`src/rtl/any1_pkg.sv`:
```
`default_nettype none
// any1_pkg: shared value/point types and transform-scheduler state encoding.
package any1_pkg;

  typedef logic [31:0] Value;

  typedef struct packed {
    Value x;
    Value y;
    Value z;
  } Point;

  localparam int XFS_TAGW = 4;
  localparam int XFS_ADRW = 6;

  typedef logic [XFS_TAGW-1:0] xfs_tag_t;

  typedef enum logic [1:0] {
    XFS_RUN   = 2'd0,
    XFS_DRAIN = 2'd1,
    XFS_CFG   = 2'd2,
    XFS_ACK   = 2'd3
  } xfs_state_t;

endpackage
`default_nettype wire

```
`src/rtl/any1_xfsched_fifo.sv`:
```
`default_nettype none
// any1_xfsched_fifo: result FIFO for the transform scheduler.
// Revision: 1.0
module any1_xfsched_fifo #(
  parameter int DEPTH = 2,
  parameter int WIDTH = 8
) (
  input  logic                     clk_i,
  input  logic                     rst_i,
  input  logic                     push,
  input  logic [WIDTH-1:0]         push_dat,
  input  logic                     pop,
  output logic [WIDTH-1:0]         head,
  output logic                     full,
  output logic                     empty,
  output logic [$clog2(DEPTH):0]   count
);

  localparam int AW = $clog2(DEPTH);

  logic [WIDTH-1:0] mem [DEPTH];
  logic [AW-1:0]    wr_ptr;
  logic [AW-1:0]    rd_ptr;
  logic             do_push;
  logic             do_pop;

  assign empty   = (count == '0);
  assign full    = (count == (AW+1)'(DEPTH));
  assign do_pop  = pop && !empty;
  // A push onto a full FIFO is legal when the same cycle pops.
  assign do_push = push && (!full || do_pop);
  assign head    = mem[rd_ptr];

  always_ff @(posedge clk_i) begin
    if (rst_i) begin
      wr_ptr <= '0;
      rd_ptr <= '0;
      count  <= '0;
    end else begin
      if (do_push) wr_ptr <= wr_ptr + AW'(1);
      if (do_pop)  rd_ptr <= rd_ptr + AW'(1);
      case ({do_push, do_pop})
        2'b10:   count <= count + (AW+1)'(1);
        2'b01:   count <= count - (AW+1)'(1);
        default: count <= count;
      endcase
    end
  end

  always_ff @(posedge clk_i) begin
    if (do_push) mem[wr_ptr] <= push_dat;
  end

endmodule
`default_nettype wire

```
`src/rtl/any1_xform_sched.sv`:
```
`default_nettype none
// any1_xform_sched: arbitrates CPU/graphics point requests onto a shared transform unit.
// Define ANY1_XFSCHED_ROUNDROBIN_EN for round-robin arbitration (default: requester 0 fixed priority).
module any1_xform_sched
  import any1_pkg::*;
#(
  parameter int FIFO_DEPTH = 2,
  parameter int TAGW       = 4
) (
  input  logic                 clk_i,
  input  logic                 rst_i,
  input  logic [1:0]           req_valid_i,
  output logic [1:0]           req_ready_o,
  input  Point [1:0]           req_pt_i,
  input  logic [1:0][TAGW-1:0] req_tag_i,
  output logic                 rsp_valid_o,
  input  logic                 rsp_ready_i,
  output Point                 rsp_pt_o,
  output logic                 rsp_id_o,
  output logic [TAGW-1:0]      rsp_tag_o,
  input  logic                 cfg_req_i,
  input  logic                 cfg_we_i,
  input  logic [5:0]           cfg_adr_i,
  input  Value                 cfg_dat_i,
  output logic                 cfg_ack_o,
  output Value                 cfg_dat_o,
  output logic                 xf_wr_o,
  output logic [5:0]           xf_adr_o,
  output Value                 xf_dat_o,
  input  Value                 xf_dat_i,
  output Point                 xf_pt_o,
  input  Point                 xf_pt_i
);

  localparam int CW = $clog2(FIFO_DEPTH) + 1;
  localparam int EW = 1 + TAGW + $bits(Point);

  xfs_state_t      state;
  xfs_state_t      state_nx;
  logic            prefer;
  logic            gnt_id;
  logic            can_accept;
  logic            grant;
  logic            inflight;
  logic            infl_id;
  logic [TAGW-1:0] infl_tag;
  logic            fifo_full;
  logic            fifo_empty;
  logic            pop;
  logic [CW-1:0]   fifo_count;
  logic [CW:0]     occupancy;
  logic [EW-1:0]   fifo_head;

  assign pop = rsp_valid_o && rsp_ready_i;

  // Credit: the point in the transform plus stored results, minus a pop this cycle.
  assign occupancy = {1'b0, fifo_count} + {{CW{1'b0}}, inflight} - {{CW{1'b0}}, pop};

  assign can_accept = !rst_i && (state == XFS_RUN) && !cfg_req_i &&
                      (!fifo_full || pop) && (occupancy < (CW+1)'(FIFO_DEPTH));

`ifdef ANY1_XFSCHED_ROUNDROBIN_EN
  logic rr_ptr;

  always_ff @(posedge clk_i) begin
    if (rst_i)      rr_ptr <= 1'b0;
    else if (grant) rr_ptr <= ~gnt_id;
  end

  assign prefer = rr_ptr;
`else
  assign prefer = 1'b0;
`endif

  always_comb begin
    gnt_id = prefer;
    if (!req_valid_i[prefer] && req_valid_i[~prefer]) gnt_id = ~prefer;
  end

  assign grant       = can_accept && req_valid_i[gnt_id];
  assign req_ready_o = can_accept ? (gnt_id ? 2'b10 : 2'b01) : 2'b00;
  assign xf_pt_o     = req_pt_i[gnt_id];

  // Side pipeline: id/tag travel alongside the point through the 1-cycle transform.
  always_ff @(posedge clk_i) begin
    if (rst_i) begin
      inflight <= 1'b0;
      infl_id  <= 1'b0;
      infl_tag <= '0;
    end else begin
      inflight <= grant;
      infl_id  <= gnt_id;
      infl_tag <= req_tag_i[gnt_id];
    end
  end

  any1_xfsched_fifo #(
    .DEPTH (FIFO_DEPTH),
    .WIDTH (EW)
  ) u_fifo (
    .clk_i    (clk_i),
    .rst_i    (rst_i),
    .push     (inflight),
    .push_dat ({infl_id, infl_tag, xf_pt_i}),
    .pop      (pop),
    .head     (fifo_head),
    .full     (fifo_full),
    .empty    (fifo_empty),
    .count    (fifo_count)
  );

  assign {rsp_id_o, rsp_tag_o, rsp_pt_o} = fifo_head;
  assign rsp_valid_o = !fifo_empty;

  always_ff @(posedge clk_i) begin
    if (rst_i) state <= XFS_RUN;
    else       state <= state_nx;
  end

  always_comb begin
    state_nx = state;
    case (state)
      XFS_RUN:   if (cfg_req_i) state_nx = XFS_DRAIN;
      XFS_DRAIN: if (!inflight) state_nx = XFS_CFG;
      XFS_CFG:   state_nx = XFS_ACK;
      XFS_ACK:   state_nx = XFS_RUN;
      default:   state_nx = XFS_RUN;
    endcase
  end

  // Transform-unit config port is loaded on the edge entering CFG so it is valid during CFG.
  always_ff @(posedge clk_i) begin
    if (rst_i) begin
      xf_wr_o   <= 1'b0;
      xf_adr_o  <= '0;
      xf_dat_o  <= '0;
      cfg_dat_o <= '0;
    end else begin
      xf_wr_o <= 1'b0;
      if (state == XFS_DRAIN && !inflight) begin
        xf_wr_o  <= cfg_we_i;
        xf_adr_o <= cfg_adr_i;
        xf_dat_o <= cfg_dat_i;
      end
      if (state == XFS_CFG) cfg_dat_o <= xf_dat_i;
    end
  end

  assign cfg_ack_o = (state == XFS_ACK);

endmodule
`default_nettype wire

```
`config.mk`:
```
export PLATFORM = sky130hd
export DESIGN_NAME = any1_xform_sched
export DESIGN_NICKNAME = d
export VERILOG_FILES = /design/src/rtl/any1_pkg.sv /design/src/rtl/any1_xfsched_fifo.sv /design/src/rtl/any1_xform_sched.sv
export SDC_FILE = /design/constraint.sdc
export NUM_CORES = 1
export LEC_CHECK = 0
export ABC_AREA = 1
export BUFFER_PORTS_ARGS = -buffer_cell sky130_fd_sc_hd__buf_2
export CORE_AREA = 3 3 248 250
export CTS_CLUSTER_DIAMETER = 200
export DETAILED_ROUTE_END_ITERATION = 8
export DIE_AREA = 0 0 251 253
export PLACE_DENSITY = 0.53
export SKIP_CTS_REPAIR_TIMING = 1
export SLEW_MARGIN = 20
export SYNTH_ARGS = -nofsm -noshare
export SYNTH_HDL_FRONTEND = slang
export SYNTH_SLANG_ARGS = --single-unit
```
`constraint.sdc`:
```
create_clock -name clk_i -period 7.7 [get_ports clk_i]
set_input_delay 1.54 -clock clk_i [delete_from_list [all_inputs] [get_ports clk_i]]
set_output_delay 1.54 -clock clk_i [all_outputs]
set_load 0.01 [all_outputs]
```
==> results by group <==
Drt
  – Drt pass-1 iters: 5
  – WL met3: 4.75 mm
  – Final WL: 52.1 mm
  – Vias per Instance: 4.11
  – Met1 wire length: 18.3 mm
  – Number of DRC markers in iteration 0: 505
  – Routed len/inst: 21.1 um
  – DRC viols: 0
  – Met2 WL: 26.0 mm
  – Final ANT Viol Nets: 0
  – Via count: 10.1k
  – Highest routed layer: met5

Power and ir drop
  – Pleak: 7.60 nW
  – Peak VDD IR: 0.151 mV
  – Pwr dens: 312 mW/mm^2

Hold path
  – HP Start: infl_tag[0]$_SDFF_PP0_
  – Hold/Removal Path Class: register to register
  – Hold Path Depth: 0
  – Worst hold endpoint: u_fifo.mem[1][96]$_DFFE_PP_

Clocking
  – Cts bufs inserted: 35
  – CTS H-Tree Depth: 2
  – CTS max path bufs: 3
  – Register clock-pin slew on the reported worst setup and hold paths: 0.05 ns
  – TritonCTS clock tree: yes
  – Clock latency on the worst-skew pair: 0.55 ns
  – Sink Count: 286
  – Clock root buffer: clkbuf_16

Floorplan
  – Die Wd: 251 um
  – Initial Utilization: 19.7%
  – Ports: 645
  – Std cell rows: 89
  – Core Area: 0.0592 sq mm
  – Die H: 253 um
  – Die ar.: 0.0635 sq mm

Critical path
  – CP endpoint kind: output port
  – Crit path kind: input pin to output port
  – Max incr delay on CP: 0.79 ns
  – R2R cell count: 5
  – Worst reg2reg setup slack: 5.15 ns
  – Crit path launch type: input pin
  – Critical-path cell list: buf_2, inv_1, nor2_4, clkinv_2, buf_4, nand2_1, nand2_1, buf_2
  – Worst path slowest cell: clkinv_2
  – WP data arrival: 3.46 ns
  – Reg2Reg Launch Point: u_fifo.count[0]$_SDFFE_PP0P_
  – FF-to-FF End: u_fifo.mem[1][87]$_DFFE_PP_
  – Max FO, Critical Path: 75
  – CP required: 6.16 ns

Synth
  – Mean Syn Cell Area: 11.4 sq um
  – Cell area after synthesis: 0.0117 sq mm
  – Mapped Nets: 1,409
  – YS warnings: 0
  – Seq/Total Area, Yosys: 66.3%
  – Post-synth cell types: 24
  – Synth Register Bits: 286
  – Post-synthesis cell count: 1,028

Final layout
  – Share of layout cells above drive strength 1: 48.9%
  – Post-route cell area: 0.0167 sq mm
  – Fill cells: 6,370
  – Area Growth Syn to Fin: 43.1%
  – Final #Nets: 2,044

Timing
  – Worst Skew: 0.0219 ns
  – Final setup viols: 0
  – Slew Limit Fails: 0
  – Final Hold Viols: 0
  – Slew @ Worst Pin: 1.07 ns
  – Final worst path period need: 5.00 ns
  – Setup TNS: 0 ns
  – Fin worst setup slack: 2.70 ns
  – Final period utilization: 65.0%
  – Hold_ws: 0.430 ns
  – RSZ-0062 raised after global routing: false
  – Max Clock Freq: 0.200 GHz
  – Rel. slew slack: 28.8%

Global routing
  – GRT Resource Usage Total: 15.6%
  – GRT Residual Overflow: 0
  – First-pass GRT wire length: 72.3 mm
  – Pin count of the biggest net entering global routing: 102
  – Initial antenna violation count: 12
  – Number of global-route vias before repair: 10.5k

Placed design
  – GPL Wtd Cong: 0.987
  – Area after DPL: 0.0156 sq mm
  – Detail Placement HPWL: 42.2 mm
  – DP Worst Slack: 2.71 ns
  – # port buffers: 644

Outcome
  – Outcome: complete, no violations

Run
  – Max cap viols: 0
[stage by stage]
step,power (mW),instances,util (%)
2_1_floorplan,3.00,1028,-
3_3_place_gp,3.66,2399,26.3
3_5_place_dp,3.68,2399,26.3
4_1_cts,5.32,2461,28.2
5_1_grt,5.53,2463,28.2
6_report,5.22,2467,28.3
[metal layers]
layer	track usage, %	up-vias
li1	-	4725
met1	16.3	4790
met2	27.5	513
met3	5.57	110
met4	8.42	8
met5	0	-
[area by class of cell]
type,count,area [sq um],area share [%]
Antenna cell,6,15.0,0.0897
Clock buffer,47,971,5.80
Clock inverter,15,163,0.972
Inverter,18,71.3,0.426
Multi-Input combinational cell,669,3510,21.0
Sequential cell,286,7750,46.3
Tap cell,773,967,5.78
Timing Repair Buffer,653,3290,19.7
[critical path: cells and delay by family]
family,cells,cell delay (ns)
and+or+nand+nor,3,0.25
buffers and inverters,5,1.66
[how the worst max path moves through the flow]
stage              startpoint                    endpoint  slack (ns)  cells after the start
6_report       req_valid_i[1]                 xf_pt_o[93]        2.70                      8
5_1_grt        req_valid_i[1]                 xf_pt_o[95]        2.55                      8
3_5_place_dp   req_valid_i[1]                 xf_pt_o[93]        2.71                      8
2_1_floorplan     rsp_ready_i  u_fifo.mem[0][0]$_DFFE_PP_        1.16                      4
3_3_place_gp      rsp_ready_i              req_ready_o[1]        2.72                     11
4_1_cts        req_valid_i[1]                 xf_pt_o[93]        2.70                      8
[Yosys cell counts]
master,count,area share [%]
nand2_1,307,9.9
edfxtp_1,202,52
nor2_1,154,4.9
mux2_2,101,9.7
dfxtp_1,84,14
o21ai_0,72,3.1
buf_2,15,0.64
buf_6,14,1.3
inv_1,14,0.45
clkbuf_1,13,0.42
nor2_2,12,0.64
buf_4,11,0.71
ha_1,7,0.75
inv_2,4,0.13
nand3_1,4,0.17
o21ai_1,4,0.17
a21oi_1,3,0.13
buf_8,1,0.13
clkbuf_2,1,0.043
fa_1,1,0.17
nand2_4,1,0.096
nand4_1,1,0.054
nor3_1,1,0.043
or2_2,1,0.054
[power by group]
group	total (mW)	internal [mW]	switching, mW
registers	2.09	1.95	0.134
logic	1.53	0.602	0.931
clock network	1.60	0.958	0.642
total	5.22	3.51	1.71
[cells in the final DEF (no fill, tap or decap)]
| cell type | n |
|---|---|
| o21ai_0 | 72 |
| buf_2 | 644 |
| nand2_1 | 307 |
| clkbuf_16 | 35 |
| clkinv_2 | 6 |
| nor3_1 | 1 |
| buf_4 | 9 |
| nor2_2 | 11 |
| bufinv_16 | 2 |
| clkinv_16 | 1 |
| inv_6 | 1 |
| nand4_1 | 1 |
| nand3_1 | 4 |
| inv_1 | 13 |
| clkinv_8 | 1 |
| dfxtp_4 | 1 |
| clkinv_1 | 4 |
| diode_2 | 6 |
| fa_1 | 1 |
| nand2_4 | 1 |
| nor2_4 | 2 |
| o21ai_1 | 4 |
| ha_1 | 7 |
| mux2_2 | 101 |
| nor2_1 | 153 |
| dfxtp_1 | 83 |
| edfxtp_1 | 202 |
| clkbuf_1 | 7 |
| or2_2 | 1 |
| inv_2 | 3 |
| inv_4 | 1 |
| clkinvlp_4 | 1 |
| a21oi_1 | 3 |
| clkbuf_8 | 5 |
[kinds of logic after synthesis]
| logic type | after synthesis | synth area share, % |
|---|---|---|
| muxes | 101 | 9.73 |
| buffers and inverters | 73 | 3.86 |
| AOI/OAI and AO/OA | 79 | 3.38 |
| adders and majority gates | 8 | 0.920 |
| and+or+nand+nor | 481 | 15.9 |
| DFF | 286 | 66.3 |
[registers in the layout (all words and copies together) (netlist names), named ones only]
signal,flops
xf_adr_o,6
u_fifo.wr_ptr,1
u_fifo.mem,202
xf_wr_o,1
cfg_dat_o,32
u_fifo.count,2
u_fifo.rd_ptr,1
infl_id,1
state,2
inflight,1
xf_dat_o,32
infl_tag,4
No activity file was read; power rests on OpenSTA's default activity.
